File: src/rtl/alu_pkg.sv
// rtl/alu_pkg.sv - shared ALU widths, opcodes and arbiter FSM encoding
package alu_pkg;

    localparam int DATA_W_DEF = 8;
    localparam int OP_W_DEF   = 3;

    localparam logic [2:0] ALU_ADD      = 3'b000;
    localparam logic [2:0] ALU_SUB      = 3'b001;
    localparam logic [2:0] ALU_AND      = 3'b010;
    localparam logic [2:0] ALU_OR       = 3'b011;
    localparam logic [2:0] ALU_RSVD_MIN = 3'b100;

    typedef enum logic [1:0] {
        IDLE  = 2'd0,
        ISSUE = 2'd1,
        RESP  = 2'd2
    } arb_state_t;

endpackage

File: src/rtl/rr_arbiter.sv
// rtl/rr_arbiter.sv - combinational round-robin arbiter, search starts at ptr and wraps
module rr_arbiter #(
    parameter int NUM_REQ = 4,
    parameter int ID_W    = $clog2(NUM_REQ)
) (
    input  logic [NUM_REQ-1:0] req,
    input  logic [ID_W-1:0]    ptr,
    output logic [NUM_REQ-1:0] grant,
    output logic [ID_W-1:0]    idx
);

    logic [ID_W:0]   sum;
    logic [ID_W-1:0] pos;
    logic            found;

    always_comb begin
        grant = '0;
        idx   = '0;
        found = 1'b0;
        sum   = '0;
        pos   = '0;
        for (int k = 0; k < NUM_REQ; k++) begin
            sum = {1'b0, ptr} + (ID_W+1)'(k);
            if (sum >= (ID_W+1)'(NUM_REQ)) begin
                sum = sum - (ID_W+1)'(NUM_REQ);
            end
            pos = sum[ID_W-1:0];
            if (!found && req[pos]) begin
                found      = 1'b1;
                grant[pos] = 1'b1;
                idx        = pos;
            end
        end
    end

endmodule

File: src/rtl/alu_req_arbiter.sv
// rtl/alu_req_arbiter.sv - shares one combinational ALU among NUM_REQ requesters
module alu_req_arbiter
    import alu_pkg::*;
#(
    parameter int NUM_REQ = 4,
    parameter int DATA_W  = DATA_W_DEF,
    parameter int OP_W    = OP_W_DEF,
    parameter int ID_W    = $clog2(NUM_REQ)
) (
    input  logic                      clk,
    input  logic                      rst_n,
    input  logic [NUM_REQ-1:0]        req_valid,
    output logic [NUM_REQ-1:0]        req_ready,
    input  logic [NUM_REQ*DATA_W-1:0] req_opperand_1,
    input  logic [NUM_REQ*DATA_W-1:0] req_opperand_2,
    input  logic [NUM_REQ*OP_W-1:0]   req_opcode,
    output logic [DATA_W-1:0]         alu_opperand_1,
    output logic [DATA_W-1:0]         alu_opperand_2,
    output logic [OP_W-1:0]           alu_opcode,
    input  logic [DATA_W-1:0]         alu_out,
    output logic                      rsp_valid,
    input  logic                      rsp_ready,
    output logic [DATA_W-1:0]         rsp_data,
    output logic [ID_W-1:0]           rsp_id,
    output logic                      rsp_err,
    output logic                      busy
);

    arb_state_t        state;
    arb_state_t        state_next;
    logic [ID_W-1:0]   ptr;
    logic [ID_W-1:0]   idx_q;
    logic [NUM_REQ-1:0] grant;
    logic [ID_W-1:0]   grant_idx;
    logic              accept;
    logic              issue;
    logic              rsp_done;
    logic              rsvd_op;

    rr_arbiter #(
        .NUM_REQ (NUM_REQ),
        .ID_W    (ID_W)
    ) u_rr_arbiter (
        .req   (req_valid),
        .ptr   (ptr),
        .grant (grant),
        .idx   (grant_idx)
    );

    // Grant is only exposed while idle and out of reset, so ready stays one-hot or zero.
    assign req_ready = (rst_n && state == IDLE) ? grant : '0;
    assign busy      = (state != IDLE);
    assign rsvd_op   = (alu_opcode >= OP_W'(ALU_RSVD_MIN));

    always_ff @(posedge clk or negedge rst_n) begin
        if (!rst_n) begin
            state <= IDLE;
        end else begin
            state <= state_next;
        end
    end

    always_comb begin
        state_next = state;
        accept     = 1'b0;
        issue      = 1'b0;
        rsp_done   = 1'b0;
        case (state)
            IDLE: begin
                if (|grant) begin
                    accept     = 1'b1;
                    state_next = ISSUE;
                end
            end
            ISSUE: begin
                issue      = 1'b1;
                state_next = RESP;
            end
            RESP: begin
                if (rsp_ready) begin
                    rsp_done   = 1'b1;
                    state_next = IDLE;
                end
            end
            default: state_next = IDLE;
        endcase
    end

    always_ff @(posedge clk or negedge rst_n) begin
        if (!rst_n) begin
            ptr            <= '0;
            idx_q          <= '0;
            alu_opperand_1 <= '0;
            alu_opperand_2 <= '0;
            alu_opcode     <= '0;
        end else if (accept) begin
            alu_opperand_1 <= req_opperand_1[grant_idx*DATA_W +: DATA_W];
            alu_opperand_2 <= req_opperand_2[grant_idx*DATA_W +: DATA_W];
            alu_opcode     <= req_opcode[grant_idx*OP_W +: OP_W];
            idx_q          <= grant_idx;
            ptr            <= (grant_idx == ID_W'(NUM_REQ-1)) ? '0 : grant_idx + ID_W'(1);
        end
    end

    // Response fields are captured once in ISSUE and then frozen until the consumer accepts.
    always_ff @(posedge clk or negedge rst_n) begin
        if (!rst_n) begin
            rsp_valid <= 1'b0;
            rsp_data  <= '0;
            rsp_id    <= '0;
            rsp_err   <= 1'b0;
        end else if (issue) begin
            rsp_valid <= 1'b1;
            rsp_data  <= rsvd_op ? '0 : alu_out;
            rsp_id    <= idx_q;
            rsp_err   <= rsvd_op;
        end else if (rsp_done) begin
            rsp_valid <= 1'b0;
        end
    end

endmodule

File: config.mk
export PLATFORM = sky130hd
export DESIGN_NAME = alu_req_arbiter
export DESIGN_NICKNAME = d
export VERILOG_FILES = /design/src/rtl/alu_pkg.sv /design/src/rtl/rr_arbiter.sv /design/src/rtl/alu_req_arbiter.sv
export SDC_FILE = /design/constraint.sdc
export NUM_CORES = 1
export LEC_CHECK = 0
export CAP_MARGIN = 20
export CORE_AREA = 4 4 86 88
export CTS_CLUSTER_DIAMETER = 100
export CTS_CLUSTER_SIZE = 14
export DETAILED_ROUTE_END_ITERATION = 12
export DIE_AREA = 0 0 90 92
export PLACE_DENSITY_LB_ADDON = 0.2
export SYNTH_ARGS = -nofsm -noshare
export SYNTH_HDL_FRONTEND = slang
export SYNTH_SLANG_ARGS = --single-unit
File: constraint.sdc
create_clock -name clk -period 3.45 [get_ports clk]
set_input_delay 0.8625 -clock clk [delete_from_list [all_inputs] [get_ports clk]]
set_output_delay 0.8625 -clock clk [all_outputs]
set_load 0.03 [all_outputs]
==> run summary, run 1 <==
1st-iter DRT viols -> 54
Clk slew on worst S/H paths -> 80 ps
Initial antenna violation count -> 0
Total track usage -> 16.2%
Peak VDD IR -> 0.000441 V
Crit path max-delay cell type -> or4_1
CTS max path bufs -> 2
# diodes -> 0
Top post-synthesis cells by count -> mux2i_1, dfrtp_1, nand2_1
TNS Setup -> 0 ps
Total gr overflow -> 0
Die height -> 92 um
Largest net degree at the start of global routing -> 38
Worst Path Required -> 2590 ps
Sequential fraction of the synthesis area -> 33.6%
Final core occ -> 66.1%
Core box area -> 6640 um^2
Final WL -> 6780 um
Clock Tree Root -> clkbuf_8
CP max stage delay -> 420 ps
Row count -> 30
Layout area overhead -> 59.4%
Skew final -> 7.26 ps
DP HPWL -> 5540 um
Ys async rst share -> 100%
Maximum clock frequency -> 299 MHz
Startpoint types -> input pin
Synth area leaders -> dfrtp_1, mux2i_1, mux2_4
Inst Count DP -> 467
Worst skew pair latency -> 290 ps
Pins over their slew limit -> 0
Synthesized flop and latch total -> 37
Final setup fails -> 0
Place WS -> -132 ps
Syn avg cell area -> 10.9 um^2
Final WS setup -> 109 ps
IO buf count -> 126
Cell type with the largest total area after synthesis -> dfrtp_1
CTS buffer count -> 5
WL per Instance -> 14.2 um
Critical path type -> in2out
DR vias -> 2,421
DR DRC count -> 0
Worst-margin pin slew -> 660 ps
Post-Place Cell Area -> 4240 um^2
Die width -> 90 um
Die area -> 8280 um^2
Delay-heaviest family, CP -> simple AND/OR/NAND/NOR gates
Warnings from Yosys -> 0
Final-report hold violation count -> 0
Post-synth cell types -> 43
Post-route ant nets -> 0
Synth top area share -> 33.6%
Num ports -> 127
Crit path capture type -> output port
First-pass GRT wire length -> 11,100 um
Synthesized net count -> 351
Fin crit share -> 96.8%
GP Congestion -> 0.911
Post-Synthesis Cells -> 253
Layout cells sized above 1 -> 20.5%
TritonCTS Sinks -> 37
Max_cap viols -> 0
Cell Area, Synth -> 2760 um^2
CP Cell Sequence -> dlygate4sd2_1 > or4_1 > or3_4 > nand3_4 > nand2_1 > nand2_1 > a21oi_1 > nor2_2 > buf_6
Vias/cell -> 5.09
Slew headroom -> 56.0%
Type of the tightest min-delay check -> reg2reg
PwrDens -> 1040 nW/um^2
TritonRoute pass-1 iters -> 4
Initial Utilization -> 41.5%
Top_reg_cell synth -> dfrtp_1
Most used cell along the critical path -> nand2_1
WP data arrival -> 2480 ps
Hold-fix buffers at CTS -> 0
Post-layout nets -> 493
Peak fanout along the critical path -> 6
Period minus WS final -> 3340 ps
Static Leakage -> 2.03 nW
Critical path buffers and inverters -> 2
Count leader, synth -> mux2i_1
Post-Layout Cell Count -> 476
Status -> finished, final reports clean
Post-synth EDFFs -> 0
CTS tree -> built
H-tree lvl count -> 2
Final Cell Area -> 4390 um^2
Vias in the first global route -> 2,481
==> sequential cells by signal, summed over array words and instances, names as in the netlist <==
register and flops:
alu_opcode 3, alu_opperand_1 8, alu_opperand_2 8, idx_q 2, ptr 2, rsp_data 8, rsp_err 1, rsp_id 2
rsp_valid 1, state 2
==> power breakdown <==
group	internal (mW)	switching, mW
clock	0.216	0.157
combinational	1.76	1.62
sequential	0.663	0.132
==> timing repair <==
action	in CTS	in global routing
setup endpoints to repair	4	4
setup buffers	1	0
resized for setup	8	7
pin swaps	3	1
gates cloned	0	0
==> final cells by class <==
class	instances	area (um^2)
clock buffer	5	68.8
tap	80	100
multi-input combinational	188	1710
fill	557	2250
timing repair buffer	152	1500
clock inverter	3	46.3
sequential	37	926
inverter	11	41.3
==> placed cells by master (no fill, tap or decap), types with 2 or more instances in the layout <==
| cell | n |
|---|---|
| a21oi_1 | 5 |
| a22oi_1 | 3 |
| a31oi_2 | 3 |
| buf_12 | 4 |
| buf_4 | 22 |
| buf_6 | 4 |
| clkbuf_8 | 5 |
| clkdlybuf4s50_1 | 117 |
| dfrtp_1 | 37 |
| dlygate4sd2_1 | 3 |
| ha_1 | 6 |
| inv_1 | 9 |
| inv_2 | 2 |
| mux2_2 | 5 |
| mux2_4 | 16 |
| mux2i_1 | 63 |
| nand2_1 | 23 |
| nand2b_1 | 11 |
| nand4_1 | 2 |
| nor2_1 | 8 |
| nor2_2 | 2 |
| nor3b_1 | 2 |
| o21ai_0 | 12 |
| o21ai_1 | 3 |
| o31ai_1 | 2 |
==> final timing paths <==
kind	startpoint	to	slack (ps)	cells past startpoint
max	req_valid[1]	req_ready[3]	110	9
min	rsp_data[7]	rsp_data[7]	480	2
max reg2reg	ptr[1]	alu_opperand_2[5]	640	11
min reg2reg	rsp_data[7]	rsp_data[7]	480	2
max in group asynchronous	rst_n	alu_opperand_2[6]	2490	2
min in group asynchronous	rst_n	rsp_valid	630	2
==> metal layers <==
layer  global-route usage (%)  part of all wire (%)  vias up
met3                     4.68                   7.0       15
met4                     4.97                   1.8        0
met2                     31.1                    53       79
met5                        0                     0        -
li1                         -                     -     1191
met1                     17.1                    39     1136
==> stage by stage <==
| stage | hold WS [ps] | total power, mW |
|---|---|---|
| floorplan | 453 | 3.22 |
| global placement | 461 | 4.12 |
| detailed placement | 470 | 4.17 |
| CTS | 488 | 4.58 |
| global route | 530 | 4.86 |
| finish | 479 | 4.55 |
==> worst register-to-register path: stages (launching register included) <==
cell and delay [ps]:
dfrtp_1 350, inv_1 80, ha_4 330, mux4_2 550, buf_4 160, nor4b_4 130, a2111oi_4 240, o21ai_4 130
buf_12 190, mux2i_1 170, mux2i_1 100, mux2_4 270
==> kinds of logic after synthesis <==
kind of cell	share of synthesized area, %
buffers and inverters	6.22
AOI/OAI and AO/OA	10.6
muxes	35.7
adders and majority gates	3.18
DFF	33.6
and+or+nand+nor	10.7
(Power assumes the default switching activity.)
==> run 2: changes to the inputs <==
--- a/config.mk
+++ b/config.mk
@@ -6,12 +6,14 @@
 export NUM_CORES = 1
 export LEC_CHECK = 0
 export CAP_MARGIN = 20
-export CORE_AREA = 4 4 86 88
+export CORE_AREA = 4 4 84 86
 export CTS_CLUSTER_DIAMETER = 100
 export CTS_CLUSTER_SIZE = 14
 export DETAILED_ROUTE_END_ITERATION = 12
-export DIE_AREA = 0 0 90 92
+export DIE_AREA = 0 0 88 90
 export PLACE_DENSITY_LB_ADDON = 0.2
+export SKIP_LAST_GASP = 1
 export SYNTH_ARGS = -nofsm -noshare
 export SYNTH_HDL_FRONTEND = slang
+export SYNTH_HIERARCHICAL = 1
 export SYNTH_SLANG_ARGS = --single-unit
==> run 2 against run 1 <==
  * Synthesized area decreased by 7.9%
  * Worst hold slack got worse by 1.1 ps
  * Synthesized cell count decreased by 22%
  * Critical path depth decreased by 2
  * Flip-flop and latch count unchanged
  * Non-clock buffer count decreased by 7
  * Combinational power decreased by 4%
  * Sequential power increased by 3.1%
  * Sequential share of layout area increased by 1.7 points
  * First-iteration DRC count increased by 37%
  * Global-route usage decreased by 0.16 points
  * Final area decreased by 7.5%
  * Largest cell class unchanged
  * Highest routed layer unchanged
==> run summary, run 2 <==
1st-iter DRT viols -> 74 (+37%)
Layout area overhead -> 60.0%
Peak VDD IR -> 0.000777 V (+76%)
Min-delay src -> rsp_data[4]
Critical R2R Launch -> ptr[0]
Post-Layout Cell Count -> 412 (-13%)
Sw frac -> 39.2% (-2.7 points)
Syn avg cell area -> 12.9 um^2 (+18%)
Final WL -> 6330 um (-6.7%)
Max_cap viols -> 0 (unchanged)
Final WS setup -> 116 ps (+7.22 ps)
Post-synth EDFFs -> 0 (unchanged)
Vias/cell -> 5.12 (+0.69%)
Power share of the combinational group -> 73.2% (-1.1 points)
Peak fanout along the critical path -> 6 (unchanged)
Worst-margin pin slew -> 643 ps (-16.2 ps)
Cell type with the largest total area after synthesis -> dfrtp_1
Crit path max-delay cell type -> mux4_2
Post-synth cell types -> 39 (-9.3%)
WL per Instance -> 15.4 um (+7.8%)
Post-Synthesis Cells -> 197 (-22%)
CTS buffer count -> 5 (unchanged)
Die height -> 90 um (-2.2%)
Commonest non-fill, non-tap cell in the layout -> clkdlybuf4s50_1
Most frequent cells in the layout -> clkdlybuf4s50_1, dfrtp_1, mux2_4
Skew final -> 7.36 ps (+0.0956 ps)
Final Cell Area -> 4060 um^2 (-7.5%)
WP data arrival -> 2470 ps (about the same)
Total gr overflow -> 0 (unchanged)
Pins over their slew limit -> 0 (unchanged)
Final-report hold violation count -> 0 (unchanged)
Clock power share -> 8.3% (about the same)
First-pass GRT wire length -> 10,100 um (-8.5%)
DP HPWL -> 4980 um (-10%)
Inst Count DP -> 402 (-14%)
Initial Utilization -> 40.4% (-1.0 points)
Warnings from Yosys -> 6 (+6)
Final setup fails -> 0 (unchanged)
Slew headroom -> 57.1% (+1.1 points)
Post-route ant nets -> 0 (unchanged)
Total track usage -> 16.1% (-0.16 points)
Vias in the first global route -> 2,114 (-15%)
Switching power -> 1.74 mW (-8.8%)
Maximum clock frequency -> 300 MHz (+0.22%)
Int Pwr -> 2.70 mW (+2.1%)
Startpoint types -> input pin
Synth area leaders -> dfrtp_1, mux4_2, mux2_4
Synthesized net count -> 294 (-16%)
CP max stage delay -> 470 ps (+50 ps)
Post-Place Cell Area -> 3940 um^2 (-7.1%)
Most used cell along the critical path -> buf_4
Core box area -> 6280 um^2 (-5.5%)
Initial antenna violation count -> 0 (unchanged)
# diodes -> 0 (unchanged)
Crit path capture type -> output port
Type of the tightest min-delay check -> reg2reg
Worst skew pair latency -> 280 ps (about the same)
Flop-to-flop setup slack -> 460 ps (-180 ps)
Count leader, synth -> dfrtp_1
Largest regs -> alu_opperand_1 (8), alu_opperand_2 (8), rsp_data (8)
Worst Path Required -> 2590 ps (about the same)
RSZ-0062 raised after global routing -> no
CP Launch Point -> req_valid[2]
Top_reg_cell synth -> dfrtp_1
Status -> finished, final reports clean
DR DRC count -> 0 (unchanged)
Num ports -> 127 (unchanged)
Fin crit share -> 96.6% (-0.21 points)
CTS max path bufs -> 2 (unchanged)
TritonCTS Sinks -> 37 (unchanged)
Period minus WS final -> 3330 ps (-7.22 ps)
Synthesized flop and latch total -> 37 (unchanged)
Hold slack -> 478 ps (-1.15 ps)
TritonRoute pass-1 iters -> 4 (unchanged)
DR vias -> 2,110 (-13%)
Seq pwr share -> 18.5% (+1.0 points)
Die area -> 7920 um^2 (-4.3%)
Static Leakage -> 1.71 nW (-16%)
IO buf count -> 126 (unchanged)
Clk slew on worst S/H paths -> 70 ps (about the same)
Critical path type -> in2out
Die width -> 88 um (-2.2%)
GP Congestion -> 0.743 (-18%)
PwrDens -> 1090 nW/um^2 (+5.5%)
Top post-synthesis cells by count -> dfrtp_1, mux2_4, mux4_2
CP Cell Sequence -> buf_2 > buf_4 > mux4_2 > nor2b_4 > a221o_2 > and3_1 > buf_4
Cell Area, Synth -> 2540 um^2 (-7.9%)
Hold-fix buffers at CTS -> 0 (unchanged)
Final core occ -> 64.7% (-1.4 points)
Clock Tree Root -> clkbuf_8
Filler Cell Count -> 508 (-8.8%)
CTS tree -> built
Post-layout nets -> 431 (-13%)
Largest net degree at the start of global routing -> 38 (unchanged)
Ys async rst share -> 100% (unchanged)
H-tree lvl count -> 2 (unchanged)
Layout cells sized above 1 -> 26.6% (+6.1 points)
Synth top area share -> 36.5% (+2.9 points)
Sequential fraction of the synthesis area -> 36.5% (+2.9 points)
Place WS -> -307 ps (-175 ps)
Row count -> 29 (-3.3%)
[run 2: critical path, delay by kind of cell]
family / cells / cell delay [ps]
AO/OA/AOI/OAI: 1 / 370
buffers and inverters: 3 / 450
multiplexers: 1 / 470
AND/OR/NAND/NOR: 2 / 330
[run 2: area by class of cell]
| class | count | area (um^2) | area share, % |
|---|---|---|---|
| clock inverter | 2 | 38.8 | 0.955 |
| sequential | 37 | 926 | 22.8 |
| inverter | 5 | 18.8 | 0.462 |
| clock buffer | 6 | 72.6 | 1.79 |
| tap | 77 | 96.3 | 2.37 |
| multi-input combinational | 140 | 1500 | 37.0 |
| timing repair buffer | 145 | 1410 | 34.6 |
[run 2: kinds of logic (layout without fill, tap and decap cells)]
kind of cell	after synthesis	count (layout)	share of synthesized area, %
flops	37	37	36.5
compound gates	32	32	8.19
mux	50	51	35.3
buf+inv	21	158	5.62
simple gates	51	51	11.5
fa+ha+maj	6	6	2.96
[run 2: layer usage]
layer / vias to the layer above / part of all wire, % / track usage (%)
met4: 0 / 0.90 / 4.22
li1: 1019 / - / -
met5: - / 0 / 0
met1: 1000 / 40 / 19.4
met3: 4 / 9.4 / 4.39
met2: 87 / 50 / 27.8
[run 2: path summary, 6_finish.rpt]
kind                                           to  cells after the start
max in group asynchronous             rsp_data[3]                      2
worst max-delay path                 req_ready[1]                      7
min in group asynchronous               rsp_valid                      2
worst min register to register        rsp_data[4]                      2
worst min-delay path                  rsp_data[4]                      2
worst max register to register  alu_opperand_2[5]                     12
[run 2: power groups by stage]
stage / registers [mW] / logic [mW] / clock network (mW)
floorplan: 1.18 / 2.01 / 0
global placement: 0.825 / 3.22 / 0
detailed placement: 0.823 / 3.28 / 0
CTS: 0.826 / 3.29 / 0.381
global route: 0.856 / 3.49 / 0.401
finish: 0.821 / 3.25 / 0.368
[run 2: what timing repair did]
action / in CTS / in global routing
pin swaps: 0 / 1
setup endpoints to repair: 4 / 4
resized for setup: 12 / 7
buffers inserted: 0 / 1
gates cloned: 1 / 0
[run 2: per-stage QoR]
stage / power [mW] / TNS [ps]
detailed placement: 4.11 / -7180
CTS: 4.50 / 0
global route: 4.75 / 0
finish: 4.44 / 0
global placement: 4.05 / -5740
floorplan: 3.20 / 0
==> run 3: changes to the inputs <==
--- a/config.mk
+++ b/config.mk
@@ -8,7 +8,7 @@
 export CAP_MARGIN = 20
 export CORE_AREA = 4 4 84 86
 export CTS_CLUSTER_DIAMETER = 100
-export CTS_CLUSTER_SIZE = 14
+export CTS_CLUSTER_SIZE = 8
 export DETAILED_ROUTE_END_ITERATION = 12
 export DIE_AREA = 0 0 88 90
 export PLACE_DENSITY_LB_ADDON = 0.2
==> results of run 3 <==
The final DEF is identical to that of run 2; final timing and power are the same.
